### src/rtl/aes_pkg.sv
// Shared AES constants and the key-stream FSM state encoding.
package aes_pkg;
  localparam int AES_NR             = 10;
  localparam int AES_BLOCK_BYTES    = 16;
  localparam int AES_KEYSTORE_BYTES = (AES_NR + 1) * AES_BLOCK_BYTES;
  localparam int AES_ADDR_W         = 8;

  typedef logic [2:0] state_t;

  localparam state_t S_EMPTY    = 3'd0;
  localparam state_t S_LOAD     = 3'd1;
  localparam state_t S_READY    = 3'd2;
  localparam state_t S_STREAM   = 3'd3;
  localparam state_t S_WAIT_REQ = 3'd4;
endpackage

### src/rtl/aes_key_store.sv
// Round-key byte store: one synchronous write port, one registered read port.
module aes_key_store
  import aes_pkg::*;
#(
  parameter int DEPTH = AES_KEYSTORE_BYTES,
  parameter int AW    = AES_ADDR_W
) (
  input  logic          clock,
  input  logic          reset,
  input  logic          we,
  input  logic [AW-1:0] waddr,
  input  logic [7:0]    wdata,
  input  logic          re,
  input  logic [AW-1:0] raddr,
  output logic [7:0]    rdata
);
  logic [7:0] mem [DEPTH];

  // Contents are not reset; only the read register is.
  always_ff @(posedge clock) begin
    if (we) mem[waddr] <= wdata;
  end

  always_ff @(posedge clock or posedge reset) begin
    if (reset)   rdata <= '0;
    else if (re) rdata <= mem[raddr];
  end
endmodule

### src/rtl/aes_key_stream_ctrl.sv
// Round-key sequencer: byte-serial key load, then per-round byte streaming
// in ascending (encrypt) or descending (decrypt) round order.
module aes_key_stream_ctrl
  import aes_pkg::*;
#(
  parameter int NR     = AES_NR,
  parameter int RIDX_W = 4
) (
  input  logic              clock,
  input  logic              reset,
  input  logic              load_valid,
  input  logic [7:0]        load_byte,
  output logic              load_ready,
  output logic              keys_loaded,
  input  logic              start,
  input  logic              decrypt,
  input  logic              key_req,
  input  logic              hold,
  output logic              key_valid,
  output logic [7:0]        key_byte,
  output logic [RIDX_W-1:0] round_idx,
  output logic              round_last,
  output logic              busy,
  output logic              done
);
  localparam int AW = AES_ADDR_W;
  localparam int DEPTH = (NR + 1) * AES_BLOCK_BYTES;
  localparam logic [AW-1:0] LAST_WADDR = AW'(DEPTH - 1);
  localparam logic [3:0] LAST_BPTR = 4'(AES_BLOCK_BYTES - 1);

  state_t            state;
  logic [AW-1:0]     wptr, rd_addr;
  logic [RIDX_W-1:0] round, rd_round, final_round;
  logic [3:0]        bptr, rd_bptr;
  logic              dec, loading, we, rd_en, consume, round_end;

  assign loading     = (state == S_EMPTY) || (state == S_LOAD) || (state == S_READY);
  assign load_ready  = loading && !reset;
  assign we          = load_valid && loading;
  assign key_valid   = (state == S_STREAM);
  assign busy        = (state == S_STREAM) || (state == S_WAIT_REQ);
  assign final_round = dec ? '0 : RIDX_W'(NR);
  assign round_idx   = round;
  assign round_last  = key_valid && (round == final_round);
  assign consume     = key_valid && !hold;
  assign round_end   = consume && (bptr == LAST_BPTR);
  assign rd_addr     = AW'(rd_round) * AW'(AES_BLOCK_BYTES) + AW'(rd_bptr);

  // Read address targets the byte to be shown next cycle, so the registered
  // read port lines up with the state transition.
  always_comb begin
    rd_en    = 1'b0;
    rd_round = round;
    rd_bptr  = '0;
    case (state)
      S_READY: if (start && !load_valid) begin
        rd_en    = 1'b1;
        rd_round = decrypt ? RIDX_W'(NR) : '0;
      end
      S_STREAM: if (consume && !round_end) begin
        rd_en   = 1'b1;
        rd_bptr = bptr + 4'd1;
      end
      S_WAIT_REQ: rd_en = key_req;
      default: ;
    endcase
  end

  always_ff @(posedge clock or posedge reset) begin
    if (reset) begin
      state       <= S_EMPTY;
      wptr        <= '0;
      round       <= '0;
      bptr        <= '0;
      dec         <= 1'b0;
      keys_loaded <= 1'b0;
      done        <= 1'b0;
    end else begin
      done <= 1'b0;
      case (state)
        S_EMPTY, S_LOAD, S_READY: begin
          if (load_valid) begin
            if (wptr == LAST_WADDR) begin
              state       <= S_READY;
              wptr        <= '0;
              keys_loaded <= 1'b1;
            end else begin
              state       <= S_LOAD;
              wptr        <= wptr + AW'(1);
              keys_loaded <= 1'b0;
            end
          end else if (state == S_READY && start) begin
            dec   <= decrypt;
            round <= rd_round;
            bptr  <= '0;
            state <= S_STREAM;
          end
        end
        S_STREAM: begin
          if (round_end) begin
            bptr <= '0;
            if (round == final_round) begin
              done  <= 1'b1;
              state <= S_READY;
            end else begin
              round <= dec ? round - RIDX_W'(1) : round + RIDX_W'(1);
              state <= S_WAIT_REQ;
            end
          end else if (consume) begin
            bptr <= bptr + 4'd1;
          end
        end
        S_WAIT_REQ: if (key_req) state <= S_STREAM;
        default: state <= S_EMPTY;
      endcase
    end
  end

  aes_key_store #(.DEPTH(DEPTH), .AW(AW)) u_store (
    .clock (clock),
    .reset (reset),
    .we    (we),
    .waddr (wptr),
    .wdata (load_byte),
    .re    (rd_en),
    .raddr (rd_addr),
    .rdata (key_byte)
  );
endmodule
### config.mk
export PLATFORM = sky130hd
export DESIGN_NAME = aes_key_stream_ctrl
export DESIGN_NICKNAME = d
export VERILOG_FILES = /design/src/rtl/aes_pkg.sv /design/src/rtl/aes_key_store.sv /design/src/rtl/aes_key_stream_ctrl.sv
export SDC_FILE = /design/constraint.sdc
export NUM_CORES = 2
export LEC_CHECK = 0
export CORE_MARGIN = 1.5
export CORE_UTILIZATION = 60
export CTS_CLUSTER_SIZE = 24
export DETAILED_ROUTE_END_ITERATION = 10
export DONT_BUFFER_PORTS = 1
export HOLD_SLACK_MARGIN = 0.12
export PLACE_DENSITY = 0.73
export SLEW_MARGIN = 0
export SYNTH_ARGS = -nofsm -noshare
export SYNTH_HDL_FRONTEND = slang
export SYNTH_SLANG_ARGS = --single-unit
### constraint.sdc
create_clock -name clock -period 3.4 [get_ports clock]
set_input_delay 0.51 -clock clock [delete_from_list [all_inputs] [get_ports clock]]
set_output_delay 0.51 -clock clock [all_outputs]
set_load 0.05 [all_outputs]
## Yosys cells after proc, flatten, opt, wreduce, memory -nomap -nowiden

Memories as Yosys holds them, arrays and structs flattened. A register that Yosys moved wholly into a read port is not among the register bits.
Cells that the tools add are included.

- Bits of input ports: 15
- Memory bits (writable): 1408
- Word-level logic and storage cells: 85
- Register bits after elaboration: 22
- Memories: 1
- Output and inout bits: 18

- Mux-type cells: 34
- Bitwise logic cells: 1
- Reductions and logical operators: 23
- Add/subtract/negate cells: 5
- Equal/unequal tests: 14

Memories:

| name | words | width | rd ports | clocked after Yosys merged registers in | wr ports | RTL line | source |
|---|---|---|---|---|---|---|---|
| u_store.mem | 176 | 8 | 1 | 1 | 1 | aes_key_store.sv:17 | `logic [7:0] mem [DEPTH];` |

Operators by type and width:

| operator | number |
|---|---|
| two-way mux 4 bit | 15 |
| one-hot mux 4 bit (2 select lines) | 2 |
| two-way mux 3 bit | 5 |
| one-hot mux 3 bit (3 select lines) | 1 |
| adder 4 x 1 -> 4 bit (second input constant) | 2 |
| adder 8 x 1 -> 8 bit (second input constant) | 1 |
| adder 8 x 4 -> 8 bit | 1 |
| == test 8 bit (second input constant) | 1 |
| logical AND 1 bit | 8 |
| two-way mux 1 bit | 8 |
| two-way mux 8 bit | 1 |
| != test 2 bit (second input constant) | 4 |
| == test 3 x 2 -> 1 bit (second input constant) | 2 |
| AND reduction 3 bit | 2 |
| AND reduction 5 bit | 1 |
| == test 4 bit | 1 |
| == test 4 bit (second input constant) | 1 |
| logical NOT 1 bit | 4 |
| AND reduction 4 bit | 1 |
| subtractor 4 x 1 -> 4 bit (second input constant) | 1 |
| == test 3 x 1 -> 1 bit (second input constant) | 1 |
| == test 3 bit (second input constant) | 1 |
| logical NOT 3 bit | 1 |
| logical OR 1 bit | 3 |
| other kinds (9) | 9 |

## Depth between registers and ports, before layout

- Word-level depth: 8
- Mapped depth: 15
- Depth with buffers taken out: 9

## Modules after synthesis

A second synthesis with hierarchy kept.

- Cell total of the unflattened synthesis: 2894
- Area, all modules: 56914.6 um^2

Modules (own cells, without submodules):

| module | cells an instance | area an instance (um^2) | instances |
|---|---|---|---|
| aes_key_store | 2745 | 55517.0 | 1 |
| aes_key_stream_ctrl | 149 | 1397.6 | 1 |

## Worst setup path before layout

No wires, ideal clock.

- Path kind: register -> register
- From: register bptr[1]
- To: register u_store.rdata[5], read port of u_store.mem
- Arrival time: 2.917 ns
- Setup slack: 0.360 ns
- Period minus slack after synthesis: 3.040 ns
- Buffers on the path: 5
- Cell stages (with the launch flop): 13
- Path through: dfrtp_1 > ha_1 > clkbuf_1 > clkinv_1 > nor3_1 > buf_2 > buf_2 > buf_2 > clkbuf_1 > o221ai_1 > a311oi_1 > o2111ai_1 > o221a_2

- Cells in the longest elaborated chain, start to end: 7

RTL lines:

| element | RTL line | source |
|---|---|---|
| from (decl) | aes_key_stream_ctrl.sv:34 | `logic [3:0] bptr, rd_bptr;` |
| from (signal assigned) | aes_key_stream_ctrl.sv:110 | `bptr <= bptr + 4'd1;` |
| branches (longest 7 deep; another with adder 8 x 4 -> 8 bit) | - |  |
| to (decl) | aes_key_store.sv:15 | `output logic [7:0] rdata` |

Parallel ways; which one is timed is not known.
A chain may end at the register's enable or synchronous reset.

## Worst setup path after layout

- From: register bptr[0]
- To: register u_store.rdata[2], read port of u_store.mem

Same word-level chain as after synthesis.

==> out/results.tsv <==
metric	value	unit
CP peak stage delay	0.51	ns
asr flop ratio synth	2.09	%
Final HPWL DP	113000	um
area fraction of the dominant cell type after synthesis	72.1	%
Placed Instances	5563	
DR WL/cell	31.6	um
unrepaired setup endpoints after global routing	yes	
Post-Syn Instances	4119	
Core Region	96700	um^2
routed wire length	185000	um
failing checks	setup timing	
synthesized flop and latch total	1438	
vias	41007	
Worst slew margin	32.9	%
initial antenna violation count	4	
final setup vio count	2	
Die ar.	99600	um^2
Setup Skew	0.0327	ns
Final #Nets	4485	
critical path cell sequence	ha_4 -> a31oi_4 -> buf_12 -> buf_4 -> and3_1 -> a211oi_1 -> a31oi_1 -> o211a_1 -> o22ai_1 -> a311oi_1 -> o221a_2	
status	complete, but fails checks	
Max Slew Vio Count	0	
Clk pin slew, worst setup/hold paths	0.06	ns
Worst Hold Path Cells	3	
Syn Std Cell Area	58600	um^2
first-pass iteration count of the detailed router	6	
vias in the first global route	39008	
VDD IR max	0.000620	V
cell with the most instances after synthesis	edfxtp_1	
Worst Path Required	4.10	ns
initial core utilization	60.6	%
Cell variety after synth	85	
r2r setup slk	-0.07	ns
Port Buffer Count	0	
PwrDens	734	nW/um^2
# H-tree levels	4	
clk sink count	1438	
FP Rows	114	
# IOs	33	
final non-filler cell total	5847	
Die Y	316	um
GRT overflow	0	
Area Growth Syn to Fin	17.2	%
Max Fanout on Critical Path	39	
sequential-to-total area share from yosys stat	73.4	%
Worst EP arrival	4.17	ns
Tmin final	3.47	ns
first-pass GRT wire length	266000	um
Syn Area/Cell	14.2	um^2
Num CTS Buffers	144	
drt drc	0	
top cell types by occurrence after synthesis	1408 x edfxtp_1, 419 x nand2_1, 252 x nor2_1	
largest net degree at the start of global routing	177	
Final Wtd Congestion	1.02	
die extent in x	316	um
Critical-path top delay cell	dfrtp_4	
Yosys Warn Count	0	
Tcrit/Tclk final	102	%
Final Total Pwr	50500	uW
Max-cap violations	0	
critical path type	reg2reg	
synth top area cells	edfxtp_1 72%, nand2_1 2.7%, o21ai_0 1.7%	
Worst Tran Pin Value	1.01	ns
PnR worst setup slack	-0.0749	ns
layout cells sized above 1	19.0	%
Synth area leader	edfxtp_1	
global-route usage over all layers	37.1	%
CTS tree	yes	
syn_nets	4143	
startpoint types	flop	
Max Freq	288	MHz
Clock Latency Late Sink	0.77	ns
leakage power	0.0229	uW
1st-iter DRT viols	6968	
final hold vios	0	
Total Neg Setup Slack	-0.114	ns
post-route ant nets	0	
top_reg_cell synth	edfxtp_1	
number of synthesized flops with an enable pin	1408	
Vias per Instance	7.01	
CP Capture Type	flop	
Hold Path Class	in2reg	
FF-to-FF path depth	11	
CTS max path bufs	3	
hold slack	0.185	ns
Clock Tree Root	clkbuf_16	
==> flip-flops by register name, indices dropped and copies added, names as in the netlist <==
register / flops
round_idx: 4
dec: 1
u_store.mem: 1408
keys_loaded: 1
state: 3
u_store.rdata: 8
wptr: 8
done: 1
bptr: 4
==> cells by family (layout without fill, tap and decap cells) <==
| logic type | after synthesis | after routing | synth area share, % |
|---|---|---|---|
| other | 0 | 2 | 0 |
| multiplexers | 142 | 142 | 2.75 |
| adder cells (fa/ha/maj) | 9 | 9 | 0.205 |
| XOR/XNOR | 11 | 11 | 0.190 |
| flip-flops | 1438 | 1438 | 73.4 |
| AO/OA/AOI/OAI | 968 | 968 | 11.4 |
| buffers and inverters | 349 | 799 | 2.45 |
| AND/OR/NAND/NOR | 1202 | 1202 | 9.60 |
==> routing by layer <==
layer	vias up	global-route usage, %	part of all wire (%)
li1	16847	-	-
met1	20012	49.3	35
met2	3409	55.3	45
met3	735	10.2	14
met4	4	22.0	6.9
met5	-	0	0.012
==> where the power goes <==
group	internal, uW	switching, uW	total (uW)
sequential	19800	525	20300
clock	8810	6710	15500
combinational	4840	9820	14700
total	33400	17100	50500
==> metrics by stage <==
stage	setup WS (ns)	util, %	area [um^2]
2_1_floorplan	0.360	-	58600
3_3_place_gp	-0.783	65.6	63400
3_5_place_dp	-0.839	65.6	63400
4_1_cts	-0.00644	70.8	68400
5_1_grt	-0.0293	71.0	68700
6_report	-0.0749	71.0	68700
==> layout by cell type (no fill, tap or decap), types with 12 or more instances in the layout <==
master,n
nand3_1,113
a21oi_1,146
a31oi_1,84
a211oi_1,78
a221oi_1,15
clkbuf_1,23
dfrtp_1,27
edfxtp_1,1408
and3_1,90
clkinv_2,25
buf_12,56
nor2_1,249
nand2b_1,77
a311oi_1,30
mux2_2,52
clkinv_1,30
mux2i_1,78
buf_4,451
or3_1,48
o21ai_0,190
o2111ai_1,12
nand4_1,32
o311ai_0,72
o221ai_1,71
nor3_1,97
nor4_1,15
nand2_1,417
o211ai_1,76
inv_1,13
clkbuf_16,150
o22ai_1,43
==> critical path: cells and delay by family (launching register included) <==
kind / cells / cell delay [ns]
flip-flops: 1 / 0.51
AO/OA/AOI/OAI: 7 / 1.79
buffers and inverters: 2 / 0.67
adder cells (fa/ha/maj): 1 / 0.22
AND/OR/NAND/NOR: 1 / 0.19
==> final timing paths <==
| check | startpoint | end |
|---|---|---|
| worst max-delay path | bptr[0]$_DFFE_PP0P_ | u_store.rdata[2]$_DFFE_PP0P_ |
| worst max register to register | bptr[0]$_DFFE_PP0P_ | u_store.rdata[2]$_DFFE_PP0P_ |
| max in group asynchronous | reset | bptr[0]$_DFFE_PP0P_ |
| min in group asynchronous | reset | round_idx[2]$_DFFE_PP0P_ |
| worst min-delay path | load_valid | wptr[0]$_DFFE_PP0P_ |
| worst min register to register | bptr[1]$_DFFE_PP0P_ | bptr[1]$_DFFE_PP0P_ |
==> timing repair <==
item                                   in CTS  in global routing
setup buffers                               2                 10
endpoints found under the hold margin    1443                  0
resized for setup                          30                 43
gates cloned                                0                  2
setup endpoints to repair                   8                  7
pin swaps                                   1                 11
hold buffers                               14                  0
==> cell type report <==
cell class | instances | area (um^2)
Inverter | 15 | 63.8
Antenna cell | 2 | 5.00
Tap cell | 1276 | 1600
Clock inverter | 81 | 728
Multi-Input combinational cell | 2332 | 14500
Clock buffer | 173 | 3830
Timing Repair Buffer | 530 | 4930
Fill cell | 6176 | 28000
Sequential cell | 1438 | 43000
No activity file was read; power rests on OpenSTA's default activity.
